[src/rtl/fetch_unit.sv]
// Instruction fetch stage: credit-limited memory requests, in-order prefetch FIFO, branch redirect.
// Optional feature macro FETCH_STALL_COUNT_EN adds the fd_stall_count starvation counter port.
module fetch_unit #(
  parameter int unsigned DEPTH        = 4,
  parameter logic [31:0] RESET_VECTOR = 32'h0000_0000,
  parameter logic [31:0] NOP_WORD     = 32'hE1A0_0000
) (
  input  logic        clk,
  input  logic        rst_n,
  output logic        mem_req,
  output logic [31:0] mem_addr,
  input  logic        mem_gnt,
  input  logic        mem_rvalid,
  input  logic [31:0] mem_rdata,
  output logic [31:0] fd_instruction,
  output logic [31:0] fd_pc,
  output logic        fd_valid,
  input  logic        de_ready,
  input  logic        de_branch_taken,
  input  logic [31:0] de_branch_target
`ifdef FETCH_STALL_COUNT_EN
  ,
  output logic [31:0] fd_stall_count
`endif
);

  localparam int unsigned   PW      = (DEPTH > 1) ? $clog2(DEPTH) : 1;
  localparam int unsigned   CW      = PW + 1;
  localparam logic [CW-1:0] CNT_ONE = CW'(1'b1);
  localparam logic [PW-1:0] PTR_ONE = PW'(1'b1);
  localparam logic [CW:0]   DEPTH_C = (CW + 1)'(DEPTH);

  typedef enum logic [1:0] {
    S_IDLE  = 2'd0,
    S_FETCH = 2'd1,
    S_DRAIN = 2'd2
  } state_e;

  state_e        state_q, state_d;
  logic [31:0]   addr_q, addr_d;
  logic [31:0]   resp_pc_q, resp_pc_d;
  logic [CW-1:0] out_q, out_d;
  logic [CW-1:0] stale_q, stale_d;
  logic [CW-1:0] count_q, count_d;
  logic [PW-1:0] rd_ptr_q, rd_ptr_d;
  logic [PW-1:0] wr_ptr_q, wr_ptr_d;
  logic          req_q, req_d;
  logic          valid_q, valid_d;
  logic [31:0]   instr_q, instr_d;
  logic [31:0]   pc_q, pc_d;
  logic [31:0]   fifo_data_q [DEPTH];
  logic [31:0]   fifo_pc_q   [DEPTH];

  logic          granted_s;
  logic          push_s;
  logic          pop_s;
  logic [CW-1:0] gnt_inc_s;
  logic [CW-1:0] rsp_dec_s;
  logic [CW-1:0] push_inc_s;
  logic [CW-1:0] pop_dec_s;
  logic [31:0]   head_data_s;
  logic [31:0]   head_pc_s;
  logic [31:0]   target_s;
  logic [1:0]    unused_tgt_s;

  assign target_s     = {de_branch_target[31:2], 2'b00};
  assign unused_tgt_s = de_branch_target[1:0];

  // Next-state: a redirect overrides push/pop; otherwise credit-limited fetch and FIFO update.
  always_comb begin
    state_d   = state_q;
    addr_d    = addr_q;
    resp_pc_d = resp_pc_q;
    stale_d   = stale_q;
    push_s    = 1'b0;
    pop_s     = 1'b0;
    granted_s = req_q & mem_gnt;
    gnt_inc_s = granted_s ? CNT_ONE : '0;
    rsp_dec_s = mem_rvalid ? CNT_ONE : '0;
    out_d     = out_q + gnt_inc_s - rsp_dec_s;

    if (de_branch_taken) begin
      // Everything still in flight becomes stale and must be discarded on return.
      stale_d   = out_d;
      addr_d    = target_s;
      resp_pc_d = target_s;
      state_d   = (out_d != '0) ? S_DRAIN : S_FETCH;
    end else begin
      case (state_q)
        S_IDLE: begin
          state_d = S_FETCH;
        end
        S_FETCH: begin
          addr_d    = granted_s ? (addr_q + 32'd4) : addr_q;
          push_s    = mem_rvalid;
          pop_s     = valid_q & de_ready;
          resp_pc_d = mem_rvalid ? (resp_pc_q + 32'd4) : resp_pc_q;
        end
        S_DRAIN: begin
          stale_d = stale_q - rsp_dec_s;
          state_d = (stale_d == '0) ? S_FETCH : S_DRAIN;
        end
        default: begin
          state_d = S_IDLE;
        end
      endcase
    end

    push_inc_s = push_s ? CNT_ONE : '0;
    pop_dec_s  = pop_s ? CNT_ONE : '0;
    if (de_branch_taken) begin
      rd_ptr_d = '0;
      wr_ptr_d = '0;
      count_d  = '0;
    end else begin
      rd_ptr_d = pop_s ? (rd_ptr_q + PTR_ONE) : rd_ptr_q;
      wr_ptr_d = push_s ? (wr_ptr_q + PTR_ONE) : wr_ptr_q;
      count_d  = count_q + push_inc_s - pop_dec_s;
    end

    req_d = (state_d == S_FETCH) && (({1'b0, count_d} + {1'b0, out_d}) < DEPTH_C);

    // The entry being written this edge is the new head only when the FIFO drains to it.
    if (push_s && (wr_ptr_q == rd_ptr_d)) begin
      head_data_s = mem_rdata;
      head_pc_s   = resp_pc_q;
    end else begin
      head_data_s = fifo_data_q[rd_ptr_d];
      head_pc_s   = fifo_pc_q[rd_ptr_d];
    end
    valid_d = (count_d != '0);
    instr_d = valid_d ? head_data_s : NOP_WORD;
    pc_d    = valid_d ? head_pc_s : 32'h0000_0000;
  end

  // State, counters, FIFO storage and registered outputs.
  always_ff @(posedge clk or negedge rst_n) begin
    if (!rst_n) begin
      state_q   <= S_IDLE;
      addr_q    <= RESET_VECTOR;
      resp_pc_q <= RESET_VECTOR;
      out_q     <= '0;
      stale_q   <= '0;
      count_q   <= '0;
      rd_ptr_q  <= '0;
      wr_ptr_q  <= '0;
      req_q     <= 1'b0;
      valid_q   <= 1'b0;
      instr_q   <= NOP_WORD;
      pc_q      <= 32'h0000_0000;
      for (int i = 0; i < int'(DEPTH); i++) begin
        fifo_data_q[i] <= 32'h0000_0000;
        fifo_pc_q[i]   <= 32'h0000_0000;
      end
    end else begin
      state_q   <= state_d;
      addr_q    <= addr_d;
      resp_pc_q <= resp_pc_d;
      out_q     <= out_d;
      stale_q   <= stale_d;
      count_q   <= count_d;
      rd_ptr_q  <= rd_ptr_d;
      wr_ptr_q  <= wr_ptr_d;
      req_q     <= req_d;
      valid_q   <= valid_d;
      instr_q   <= instr_d;
      pc_q      <= pc_d;
      if (push_s) begin
        fifo_data_q[wr_ptr_q] <= mem_rdata;
        fifo_pc_q[wr_ptr_q]   <= resp_pc_q;
      end
    end
  end

  assign mem_req        = req_q;
  assign mem_addr       = addr_q;
  assign fd_valid       = valid_q;
  assign fd_instruction = instr_q;
  assign fd_pc          = pc_q;

`ifdef FETCH_STALL_COUNT_EN
  logic [31:0] stall_q, stall_d;

  // Saturating count of active cycles in which decode has nothing to consume.
  always_comb begin
    if ((state_q != S_IDLE) && !valid_q && (stall_q != 32'hFFFF_FFFF)) begin
      stall_d = stall_q + 32'd1;
    end else begin
      stall_d = stall_q;
    end
  end

  // Stall counter register.
  always_ff @(posedge clk or negedge rst_n) begin
    if (!rst_n) begin
      stall_q <= 32'h0000_0000;
    end else begin
      stall_q <= stall_d;
    end
  end

  assign fd_stall_count = stall_q;
`endif

endmodule

[config.mk]
export PLATFORM = sky130hd
export DESIGN_NAME = fetch_unit
export DESIGN_NICKNAME = d
export VERILOG_FILES = /design/src/rtl/fetch_unit.sv
export SDC_FILE = /design/constraint.sdc
export NUM_CORES = 1
export LEC_CHECK = 0
export ABC_AREA = 1
export CAP_MARGIN = 40
export CORE_ASPECT_RATIO = 0.6
export CORE_MARGIN = 2
export CORE_UTILIZATION = 60
export DETAILED_ROUTE_END_ITERATION = 10
export PLACE_DENSITY = 0.84
export SYNTH_ARGS = -nofsm -noshare
export SYNTH_HDL_FRONTEND = slang
export SYNTH_SLANG_ARGS = --single-unit
export TNS_END_PERCENT = 5
[constraint.sdc]
create_clock -name clk -period 5.4 [get_ports clk]
set_input_delay 1.62 -clock clk [delete_from_list [all_inputs] [get_ports clk]]
set_output_delay 1.62 -clock clk [all_outputs]
set_load 0.05 [all_outputs]
======== After elaboration in Yosys (flattened, before gate mapping) ========
Cells that the tools add are included.
W data, S select, Z words.
word-level totals
  register bits after elaboration ......... 401
  output and inout bits ................... 98
cells by class
  add/sub/neg operators ................... 10
  order comparisons ....................... 4
  eq/ne operators ......................... 4
  muxes and demuxes ....................... 39
  bitwise operators ....................... 4
  reduce and logical (&&, ||, !) cells .... 14
operators by type and width
  kind                     count
  $mux W32                 15
  $bwmux W128              2
  $bmux W32 S2             2
  $add A32 B3 Y32 const B  2
  $demux W32 S2            1
  $mux W2                  7
  $reduce_bool A2 Y1       5
  $mux W3                  3
  $sub A3 B1 Y3            3
  $mux W1                  8
  $add A3 B1 Y3            2
  $ge A3 B3 Y1 const B     2
  $not A2 Y3               2
  $pmux W2 S3              1
  $reduce_bool A3 Y1       2
  $add A2 B1 Y2 const B    2
  $add A3 B3 Y4            1
  $eq A2 B1 Y1 const B     2
  $lt A4 B3 Y1 const B     1
  $reduce_and A2 Y1        2
  $logic_and A1 B1 Y1      3
  $logic_not A3 Y1         1
  $lt A3 B1 Y1 const B     1
  $and A1 B1 Y1            2
  other kinds (3)          3

======== Longest topological paths before layout ========
  word-level depth ........................ 11
  gate-level depth with buffers ........... 19

======== Worst setup path after synthesis ========
No wires, ideal clock.
  path type ............................... input-to-reg
  from .................................... input port de_branch_taken
  to ...................................... register instr_q[10], in the netlist fd_instruction[10]
  library setup time ...................... 0.071 ns
  arrival ................................. 4.146 ns
  data required time ...................... 5.329 ns
  path slack .............................. 1.183 ns
  stages on the path ...................... 15
  cells stage by stage .................... buf_2 > clkbuf_1 > clkbuf_1 > nor2_1 > ha_1 > inv_1 > ha_1 > inv_1 > fa_1 > nor2_1 > nor2_1 > o21ai_2 > clkbuf_1 > nand2_1 > nor2_1
on the way
  elaborated cells between the ends (all ways) .. 18
  classes of those cells .................. add/sub: 2; eq/ne: 1; mux: 12; bitwise: 1; reduce/logical: 2
RTL lines
  item                    RTL line  source
  start: declaration      19        input logic de_branch_taken,
  $mux W1                 82        if (de_branch_taken) begin
  $mux W1                 109       push_inc_s = push_s ? CNT_ONE : '0;
  $add A3 B1 Y3           118       count_d = count_q + push_inc_s - pop_dec_s;
  $sub A3 B1 Y3           118
  $mux W3 *               111       if (de_branch_taken) begin
  net count_d[1]          44        logic [CW-1:0] count_q, count_d;
  $reduce_bool A3 Y1 *    131       valid_d = (count_d != '0);
  $mux W32 *              132       instr_d = valid_d ? head_data_s : NOP_WORD;
  net instr_d[10]         49        logic [31:0] instr_q, instr_d;
  end signal: assignment  166       instr_q <= instr_d;
  end: declaration        49
Mark *: on every way through the listed nets, which the timed path passes. The rest lies on a longest branch. The select of a mux whose other input is x is not followed.
A chain may end at the register's enable or synchronous reset.

======== Worst setup path in the final report ========
  from .................................... input port mem_rvalid
  to ...................................... register instr_q[28], in the netlist fd_instruction[28]
on the way
  longest elaborated chain between the ends .. 8
  elaborated cells between the ends (all ways) .. 10
  classes of those cells .................. add/sub: 2; mux: 6; reduce/logical: 2
RTL lines
  item                RTL line  source
  start: declaration  13        input logic mem_rvalid,
  $mux W1 *           89        case (state_q)
  $mux W1 *           82
  $mux W1             109
  $add A3 B1 Y3       118
  $sub A3 B1 Y3       118
  $mux W3             111
  $reduce_bool A3 Y1  131
  $mux W32 *          132
  net instr_d[28]     49
Mark *: on every way through the listed nets, which the timed path passes. The rest lies on a longest branch.

==> results.json <==
{
  "cts_resized": 0,
  "setup_ws_ns": 0.988,
  "synth.ff_latch_count": 388,
  "drt-initial-drc-count": 2405,
  "cap_violations": 0,
  "clkSinkCount": 388,
  "io_pins": 168,
  "power.leakage_nw": 11.0,
  "finalCritPeriodShare": 0.817,
  "setup_violations": 0,
  "core_sq_mm": 0.0327,
  "clock_skew_ns": 0.0189,
  "dr.pass1.iters": 6,
  "tns_ns": 0,
  "fin_util": 0.703,
  "synth_area_leader_cell": "dfrtp_1",
  "clockRootBuffer": "clkbuf_16",
  "synthDistinctLibCells": 40,
  "route.detailed.wl_per_inst_um": 17.4,
  "cts_buffers": 37,
  "switchingPower_mw": 3.43,
  "drive_above_1_share": 0.0425,
  "comb_power_share": 0.311,
  "maxSlewHeadroom": 0.376,
  "clkPwrFrac": 0.261,
  "powerDensity_mw_per_mm2": 406,
  "intPower_mw": 5.93,
  "grt_overflow": 0,
  "cts_buffer_depth": 3,
  "gp_congestion": 0.949,
  "crit_path_max_fanout": 21,
  "grt_max_degree": 112,
  "dpl.cell_count": 3188,
  "synth.avg_cell_area_sq_um": 7.45,
  "dieHeight_um": 146,
  "dieArea_sq_mm": 0.0351,
  "p_seq_frac": 0.428,
  "place_hpwl_mm": 35.2,
  "async_reset_ff_frac": 1.00,
  "synth_ff_type": "dfrtp_1",
  "antenna_found_initial": 0,
  "finalCriticalPeriod_ns": 4.41,
  "finalHoldViolCount": 0,
  "netSwitchingFraction": 0.366,
  "status": "finished, final reports clean",
  "whs_ns": 0.484,
  "wirelength_mm": 56.6,
  "drc": 0,
  "fin_cells": 3249,
  "die_w_um": 240,
  "cp.required_ns": 5.85,
  "grt.met3_usage": 0.0641,
  "crit_arrival_ns": 4.86,
  "worstSetupStartpointType": "primary input",
  "clkLatencyLatePin_ns": 0.54,
  "synth-edff-count": 0,
  "grt_use_met2": 0.504,
  "drt.antenna.violating_nets": 0,
  "n_antenna_cell": 0,
  "ir_drop_mv": 0.241,
  "tightest_slew_ns": 0.936,
  "fmax_mhz": 227,
  "synth.most_common_cell": "nand2_1",
  "grt_busiest_layer": "met2",
  "syn_inst": 2702,
  "end_kind": "register",
  "syn_area_sq_mm": 0.0201,
  "area_growth_pct": 14.4,
  "rows": 51,
  "place_ws_ns": 0.502,
  "setup.worst_path.class": "primary input to register",
  "htreeDepth": 2,
  "synth_top_area_share": 0.475,
  "portBuffers": 163,
  "start_util": 0.615,
  "fillers": 2594,
  "yosys_warnings": 0,
  "synthTopCellsByArea": "dfrtp_1 47%, nand2_1 14%, inv_1 7.3%, o21ai_0 6.8%, nand3_1 6.6%",
  "cts_tree": "built",
  "path_clk_slew_ns": 0.06,
  "ys_top_cells_by_count": "725 x nand2_1, 391 x inv_1, 382 x dfrtp_1",
  "rsz0062_at_grt": "false",
  "final-max-slew-violation-count": 0,
  "grt_use_total": 0.328,
  "vias_per_cell": 5.80,
  "grt_pass1_wl_mm": 92.8,
  "nets": 2863,
  "cts_hold_buf": 0,
  "ys_seq_area_frac": 0.483,
  "grtUsageMet1": 0.471,
  "post_cts_buffers": 0,
  "grt_pass1_vias": 18300,
  "hp-class": "register to register",
  "route.vias.total": 18800
}
[state kept, by name, indices dropped and copies added, names as in the netlist]
signal          cells
mem_req             1
fifo_data_q       128
resp_pc_q          30
out_q               3
state_q             2
rd_ptr_q            2
fd_instruction     32
fd_pc              31
stale_q             3
fd_valid            1
wr_ptr_q            2
mem_addr           30
fifo_pc_q         120
count_q             3
[routing by layer]
layer / vias up / share of wire
met2: 1041 / 0.45
met1: 8934 / 0.41
met4: 0 / 0.027
li1: 8728 / -
met3: 125 / 0.11
met5: - / 0
[power by group through the flow]
stage / registers (mW) / logic, mW / clock network, mW
5_1_grt: 4.07 / 3.28 / 2.59
3_3_place_gp: 4.00 / 2.75 / 0
3_5_place_dp: 4.03 / 2.87 / 0
2_1_floorplan: 4.32 / 1.68 / 0
6_report: 4.00 / 2.90 / 2.44
4_1_cts: 3.99 / 2.90 / 2.46
[final timing paths]
path	from	endpoint	slack, ns	depth (start not counted)
setup / recovery	mem_rvalid	fd_instruction[28]	0.99	15
hold / removal	fifo_pc_q[56]	fifo_pc_q[56]	0.48	2
setup reg to reg	state_q[1]	fd_instruction[28]	2.02	15
hold reg to reg	fifo_pc_q[56]	fifo_pc_q[56]	0.48	2
max in group asynchronous	rst_n	fd_instruction[30]	3.14	2
min in group asynchronous	rst_n	fifo_pc_q[103]	1.18	1
[per-stage QoR]
stage          instance area (sq um)  power (mW)
2_1_floorplan                  20100        6.00
3_3_place_gp                   21900        6.75
3_5_place_dp                   21900        6.90
4_1_cts                        23000        9.35
5_1_grt                        23000        9.94
6_report                       23000        9.35
[critical path: stages]
cell	delay, ns
clkdlybuf4s50_1	0.56
nand2_2	0.22
nor2_4	0.15
inv_1	0.08
ha_1	0.27
inv_1	0.05
ha_1	0.13
inv_1	0.04
fa_1	0.35
inv_1	0.08
nor2_1	0.08
o21ai_4	0.68
buf_4	0.37
nand2_1	0.08
nor2_1	0.11
[cell usage in the layout (no fill, tap or decap), types with 8 or more instances in the layout]
| cell | count |
|---|---|
| a21oi_1 | 23 |
| nand3_1 | 263 |
| inv_1 | 390 |
| buf_12 | 9 |
| ha_1 | 14 |
| nand4_1 | 134 |
| clkdlybuf4s50_1 | 161 |
| clkbuf_1 | 13 |
| dfrtp_1 | 382 |
| nor3_1 | 21 |
| o211ai_1 | 13 |
| a31oi_1 | 11 |
| nor2_1 | 217 |
| buf_4 | 26 |
| xor2_1 | 8 |
| clkbuf_16 | 37 |
| nand2_1 | 722 |
| o21ai_0 | 274 |
[cell families (layout without fill, tap and decap cells)]
kind of cell | count (synthesis) | in the layout | synth area share
fa+ha+maj | 16 | 16 | 0.0107
other cells | 1 | 3 | 0.000186
simple gates | 1385 | 1385 | 0.298
xor+xnor | 10 | 10 | 0.00435
flops | 388 | 388 | 0.483
buf+inv | 562 | 657 | 0.115
compound gates | 340 | 340 | 0.0887
[cell type report]
cell class	count	area (sq um)	share of cell area
clock buffer	56	1060	0.0459
tap	450	563	0.0245
timing repair buffer	198	2010	0.0872
clock inverter	5	30.0	0.00130
inverter	398	1500	0.0651
sequential	388	9720	0.422
multi-input combinational	1754	8150	0.354
Note: power is estimated with default switching activity, not from simulation.
